<file path="config.mk">
export PLATFORM = sky130hd
export DESIGN_NAME = stage_memory
export DESIGN_NICKNAME = d
export VERILOG_FILES = /design/src/rtl/stage_memory.sv
export SDC_FILE = /design/constraint.sdc
export NUM_CORES = 1
export LEC_CHECK = 0
export ABC_AREA = 1
export CAP_MARGIN = 20
export CORE_AREA = 2 2 125 127
export DETAILED_ROUTE_END_ITERATION = 10
export DIE_AREA = 0 0 127 129
export GPL_TIMING_DRIVEN = 1
export PLACE_DENSITY = 0.77
export REMOVE_ABC_BUFFERS = 1
export SYNTH_ARGS = -nofsm -noshare
export SYNTH_HDL_FRONTEND = slang
export SYNTH_SLANG_ARGS = --single-unit
</file>
<file path="constraint.sdc">
create_clock -name clk -period 1.45 [get_ports clk]
set_input_delay 0.29 -clock clk [delete_from_list [all_inputs] [get_ports clk]]
set_output_delay 0.29 -clock clk [all_outputs]
set_load 0.02 [all_outputs]
</file>
<file path="src/rtl/stage_memory.sv">
// stage_memory: RV32IM memory stage -- loads/stores over a req/ack bus, branch redirect, writeback register.
// Optional MEM_ALIGN_CHECK_EN adds mem_misaligned and suppresses misaligned bus requests.
module stage_memory (
   input  logic        clk,
   input  logic        reset,
   input  logic        mem_valid,
   input  logic [31:0] mem_pc,
   input  logic [31:0] mem_data0,
   input  logic [31:0] mem_data1,
   input  logic        mem_read,
   input  logic        mem_write,
   input  logic        mem_extend,
   input  logic [1:0]  mem_width,
   input  logic        mem_jmp,
   input  logic        mem_br,
   input  logic        mem_br_inv,
   input  logic [4:0]  wb_reg,
   output logic        mem_stall,
   output logic        br_taken,
   output logic [31:0] br_target,
   output logic [31:0] mem_forward_data,
   output logic        mem_wen,
   output logic        dmem_req,
   output logic        dmem_we,
   output logic [31:0] dmem_addr,
   output logic [31:0] dmem_wdata,
   output logic [3:0]  dmem_wstrb,
   input  logic        dmem_ack,
   input  logic [31:0] dmem_rdata,
   output logic        wb_valid,
   output logic [31:0] wb_data,
   output logic [4:0]  wb_reg_r
`ifdef MEM_ALIGN_CHECK_EN
   ,
   output logic        mem_misaligned
`endif
);
   typedef enum logic {IDLE, WAIT} state_t;
   state_t state;
   logic [1:0]  a;
   logic        access, mis, wb_load;
   logic [7:0]  lb;
   logic [15:0] lh;
   logic [31:0] ld;
   logic        unused_pc;
   assign unused_pc = ^mem_pc;
   assign a = mem_data0[1:0];
   assign access = mem_valid & (mem_read | mem_write);
`ifdef MEM_ALIGN_CHECK_EN
   assign mis = access & (((mem_width == 2'd1) & a[0]) | (mem_width[1] & (a != 2'd0)));
   assign mem_misaligned = mis;
`else
   assign mis = 1'b0;
`endif
   // Inputs are frozen by the stall, so the request stays stable through WAIT.
   assign dmem_req = ~reset & access & ~mis;
   assign mem_stall = access & ~mis & ~dmem_ack;
   assign dmem_we = dmem_req & mem_write;
   assign dmem_addr = {mem_data0[31:2], 2'b00};
   assign dmem_wdata = mem_width == 2'd0 ? {4{mem_data1[7:0]}} :
                       mem_width == 2'd1 ? {2{mem_data1[15:0]}} : mem_data1;
   assign dmem_wstrb = mem_width == 2'd0 ? 4'b0001 << a :
                       mem_width == 2'd1 ? 4'b0011 << {a[1], 1'b0} : 4'hF;
   assign lb = dmem_rdata[{a, 3'b000} +: 8];
   assign lh = dmem_rdata[{a[1], 4'b0000} +: 16];
   assign ld = mem_width == 2'd0 ? {{24{mem_extend & lb[7]}}, lb} :
               mem_width == 2'd1 ? {{16{mem_extend & lh[15]}}, lh} : dmem_rdata;
   assign br_taken = mem_valid & (mem_jmp | (mem_br & (mem_data0[0] ^ mem_br_inv)));
   assign br_target = {mem_data1[31:1], 1'b0};
   assign mem_forward_data = mem_read ? ld : mem_data0;
   assign mem_wen = mem_valid & ~mem_write & ~mis & (wb_reg != 5'd0) & (~mem_read | dmem_ack);
   assign wb_load = mem_valid & ~mem_stall;
   always_ff @(posedge clk) begin
      if (reset) begin
         state <= IDLE;
         wb_valid <= 1'b0;
         wb_data <= 32'd0;
         wb_reg_r <= 5'd0;
      end else begin
         state <= state == IDLE ? ((dmem_req & ~dmem_ack) ? WAIT : IDLE) : (dmem_ack ? IDLE : WAIT);
         wb_valid <= wb_load;
         if (wb_load) begin
            wb_data <= mem_forward_data;
            wb_reg_r <= (mem_write | mem_br | mis) ? 5'd0 : wb_reg;
         end
      end
   end
endmodule

</file>
## Word-level counts from Yosys, hierarchy flattened

Cells that the tools add are included.

| word-level totals | value |
|---|---|
| register bits | 38 |

| operators by class | value |
|---|---|
| bitwise logic cells | 22 |
| equal/unequal tests | 1 |
| shift operators | 4 |
| mux-type cells | 8 |
| reduce and logical (&&, ||, !) cells | 2 |

Operators with widths:

| operator | number |
|---|---|
| $mux 32 | 5 |
| $shiftx 32x6->16 | 1 |
| $shiftx 32x6->8 | 1 |
| $and 1x1->1 | 12 |
| $mux 4 | 2 |
| $mux 5 | 1 |
| $not 1->1 | 5 |
| $reduce_bool 5->1 | 1 |
| $or 1x1->1 | 4 |
| $shl 1x2->4 const A | 1 |
| $shl 2x2->4 const A | 1 |
| $eq 2x1->1 const B | 1 |
| $logic_not 2->1 | 1 |
| $xor 1x1->1 | 1 |

## Longest topological paths before layout

| logic depth | value |
|---|---|
| depth in word-level cells | 5 |
| mapped depth | 11 |
| gate-level depth less buffers | 9 |

## Least setup slack after synthesis

Ideal clock, no wire load.

| timing | value |
|---|---|
| kind | input port to output port |
| start point | input port mem_read |
| end point | output port dmem_we |
| cell stages on the path | 4 |
| path buffers | 2 |
| arrival | 1.431 ns |
| setup slack | -0.271 ns |
| required time | 1.160 ns |
| cell sequence | clkbuf_1 > clkbuf_1 > o21ai_0 > nor3_1 |

| between the ends | value |
|---|---|
| longest elaborated chain between the ends | 4 |

Ends and longest elaborated chain:

| what | line | RTL |
|---|---|---|
| start, declared | 10 | `input logic mem_read,` |
| $or 1x1->1 | 48 | `assign access = mem_valid & (mem_read \| mem_write);` |
| $and 1x1->1 | 48 |  |
| $and 1x1->1 | 56 | `assign dmem_req = ~reset & access & ~mis;` |
| $and 1x1->1 | 58 | `assign dmem_we = dmem_req & mem_write;` |
| end, declared | 24 | `output logic dmem_we,` |

Every way passes these cells.

## Worst setup path after layout

| timing | value |
|---|---|
| start point | input port mem_data0[0] |
| end point | output port mem_forward_data[1] |

| between the ends | value |
|---|---|
| longest elaborated chain between the ends | 3 |

Ends and longest elaborated chain:

| what | line | RTL |
|---|---|---|
| start, declared | 8 | `input logic [31:0] mem_data0,` |
| $shiftx 32x6->8 | 64 | `assign lb = dmem_rdata[{a, 3'b000} +: 8];` |
| $mux 32 | 66 | `assign ld = mem_width == 2'd0 ? {{24{mem_extend & lb[7]}}, lb} :` |
| $mux 32 | 70 | `assign mem_forward_data = mem_read ? ld : mem_data0;` |
| end, declared | 21 | `output logic [31:0] mem_forward_data,` |

Every way passes these cells.

==> flow_metrics.env <==
export IMPL_dr_total_vias=5398
export IMPL_postRouteAntennaNets=0
export IMPL_fmax_ghz=0.563
export IMPL_min_to="wb_data[7]"
export IMPL_ys_seq_elements=38
export IMPL_gr_total_overflow=0
export IMPL_drc_errors=0
export IMPL_initialDrtViolationCount=258
export IMPL_place_worst_setup_slack_ps=-1190
export IMPL_clkTransAtPathRegs_ps=60
export IMPL_fin_nets=1114
export IMPL_p_per_area_mw_per_mm2=643
export IMPL_hpwl_mm=12.8
export IMPL_row_count=45
export IMPL_holdCritPathClass="in2reg"
export IMPL_die_x_um=127
export IMPL_synth_area_mm2=0.00356
export IMPL_grt_pass1_wl_mm=26.9
export IMPL_placed_cells=1076
export IMPL_fin_tns_setup_ps=-9560
export IMPL_status="complete, but fails checks"
export IMPL_finalCriticalPeriod_ps=1770
export IMPL_syn_to_final_growth_pct=131
export IMPL_worstSetupEndpointType="output pin"
export IMPL_syn_inst=618
export IMPL_grt_pass1_vias=5072
export IMPL_fill_cells=1342
export IMPL_grt_max_degree=53
export IMPL_cts_buffers=5
export IMPL_critical_path_class="in2out"
export IMPL_htree_levels=2
export IMPL_worst_setup_path_start_kind="primary input"
export IMPL_finalNonFillerCells=1158
export IMPL_r2r_start="wb_data[8]"
export IMPL_detail_route_wl_per_cell_um=16.6
export IMPL_syn_avg_cell_area_um2=5.76
export IMPL_finalSetupViolCount=55
export IMPL_total_power_uw=5290
export IMPL_drt_pass1_iterations=5
export IMPL_setup_ws_ps=-325
export IMPL_slew_violations=0
export IMPL_rr_worst_depth=2
export IMPL_via_per_inst=4.66
export IMPL_violations="negative setup slack"
export IMPL_core_area_mm2=0.0150
export IMPL_r2r_end="wb_data[8]"
export IMPL_layout_commonest_cell="nand2_1"
export IMPL_final_util=0.549
export IMPL_critPathArrivalTime_ps=1480
export IMPL_initial_utilization=0.238
export IMPL_yosysWarnings=0
export IMPL_fin_crit_sh=1.22
export IMPL_clk_latency_ps=290
export IMPL_cts_sinks=38
export IMPL_antenna_cells=0
export IMPL_die_h_um=129
export IMPL_peakVddDrop_mv=0.473
export IMPL_drv_cap=0
export IMPL_final_hold_viol_count=0
export IMPL_antenna_found_initial=0
export IMPL_p_leak_uw=0.00437
export IMPL_hold_depth=5
export IMPL_postCtsHoldBufs=0
export IMPL_clock_skew_ps=0
export IMPL_grt_usage=0.207
export IMPL_mostFrequentLayoutCells="129 x nand2_1, 112 x dlygate4sd2_1, 107 x buf_4"
export IMPL_yosysSeqAreaShare=0.214
export IMPL_cts_root_buffer="clkbuf_16"
export IMPL_cts_max_path_buffers=2
export IMPL_wirelength_mm=19.2
export IMPL_min_from="dmem_rdata[7]"
export IMPL_r2r_slack_ps=730
export IMPL_drive_above_1_share=0.488
export IMPL_worstPathMaxFanout=5
export IMPL_io_buffers=284
export IMPL_routabilityCongestion=0.896
export IMPL_required_ps=1160
export IMPL_cts_tree="done"
export IMPL_dieArea_mm2=0.0164
export IMPL_synthDistinctLibCells=26
export IMPL_grt_setup_unrepaired="yes"
export IMPL_pin_count=320
==> metal layers <==
metal,part of all wire,GRT usage
met1,0.39,0.255
met4,0.030,0.0575
met2,0.51,0.364
met3,0.071,0.0482
met5,0,0
==> final cells by class <==
class	count	area [µm²]	area share
clock buffer	5	125	0.0152
clock inverter	3	40.0	0.00487
inverter	70	285	0.0347
multi-input combinational	411	2520	0.307
sequential	38	761	0.0924
tap	188	235	0.0286
timing repair buffer	443	4260	0.517
==> logic make-up after synthesis <==
logic type | Yosys count | synth area share
AOI/OAI and AO/OA | 92 | 0.137
other | 1 | 0.00105
buffers and inverters | 172 | 0.263
DFF | 38 | 0.214
and+or+nand+nor | 314 | 0.383
xor gates and xnor gates | 1 | 0.00246
==> worst max-delay path, stage by stage <==
cell	delay (ps)
buf_12	110
buf_6	130
buf_6	130
buf_16	130
nand3_1	80
nand2_1	70
nand2_1	70
nand2_1	70
o21ai_2	170
inv_1	90
buf_6	140
==> what timing repair did <==
action	in CTS	in global routing
pin swaps	54	48
resized for setup	708	169
hold endpoints to repair	0	0
buffers inserted	73	18
setup endpoints to repair	204	80
gates cloned	7	1
==> per-stage QoR <==
stage	hold slack, ps	cell area [µm²]
finish	402	8230
global route	426	8230
CTS	403	7680
detailed placement	463	6680
global placement	455	6680
floorplan	420	2900
==> flip-flops by register name (all words and copies together), names as in the netlist <==
register,cells
wb_reg_r,5
wb_data,32
wb_valid,1
==> report_power, final <==
part           internal [µW]  total, µW  switching [µW]  leakage, µW
combinational           1400       2870            1470      0.00398
clock                    806       1270             469    0.0000836
sequential              1120       1150            32.5     0.000314
total                   3320       5290            1970      0.00437
==> cell usage after synthesis <==
| cell type | count | area share |
|---|---|---|
| nand2_1 | 201 | 0.21 |
| buf_4 | 73 | 0.15 |
| inv_1 | 55 | 0.058 |
| nand3_1 | 53 | 0.074 |
| o21ai_0 | 43 | 0.060 |
| dfxtp_1 | 38 | 0.21 |
| a21oi_1 | 34 | 0.048 |
| or2_2 | 29 | 0.051 |
| nor2_1 | 20 | 0.021 |
| clkbuf_1 | 17 | 0.018 |
| inv_2 | 15 | 0.016 |
| buf_2 | 8 | 0.011 |
| o211ai_1 | 7 | 0.015 |
| o21ai_1 | 5 | 0.0070 |
| buf_1 | 3 | 0.0032 |
| nor2_4 | 3 | 0.0095 |
| nand2_2 | 2 | 0.0035 |
| nand3_2 | 2 | 0.0056 |
| nand4_1 | 2 | 0.0035 |
| nor3_1 | 2 | 0.0028 |
| buf_6 | 1 | 0.0032 |
| conb_1 | 1 | 0.0011 |
| o2111ai_1 | 1 | 0.0025 |
| o21ai_2 | 1 | 0.0025 |
| o22ai_1 | 1 | 0.0018 |
| xor2_1 | 1 | 0.0025 |
==> worst max-delay path by stage <==
stage / slack (ps) / cells after the start / start / to
6_report: -320 / 11 / mem_data0[0] / mem_forward_data[1]
5_1_grt: -380 / 11 / mem_data0[0] / mem_forward_data[1]
3_5_place_dp: -1190 / 10 / mem_width[0] / mem_forward_data[1]
2_1_floorplan: -190 / 5 / mem_width[0] / mem_forward_data[16]
3_3_place_gp: -1180 / 12 / mem_data0[0] / mem_forward_data[23]
4_1_cts: -310 / 13 / mem_data0[0] / mem_forward_data[31]
Note: power is estimated with default switching activity, not from simulation.
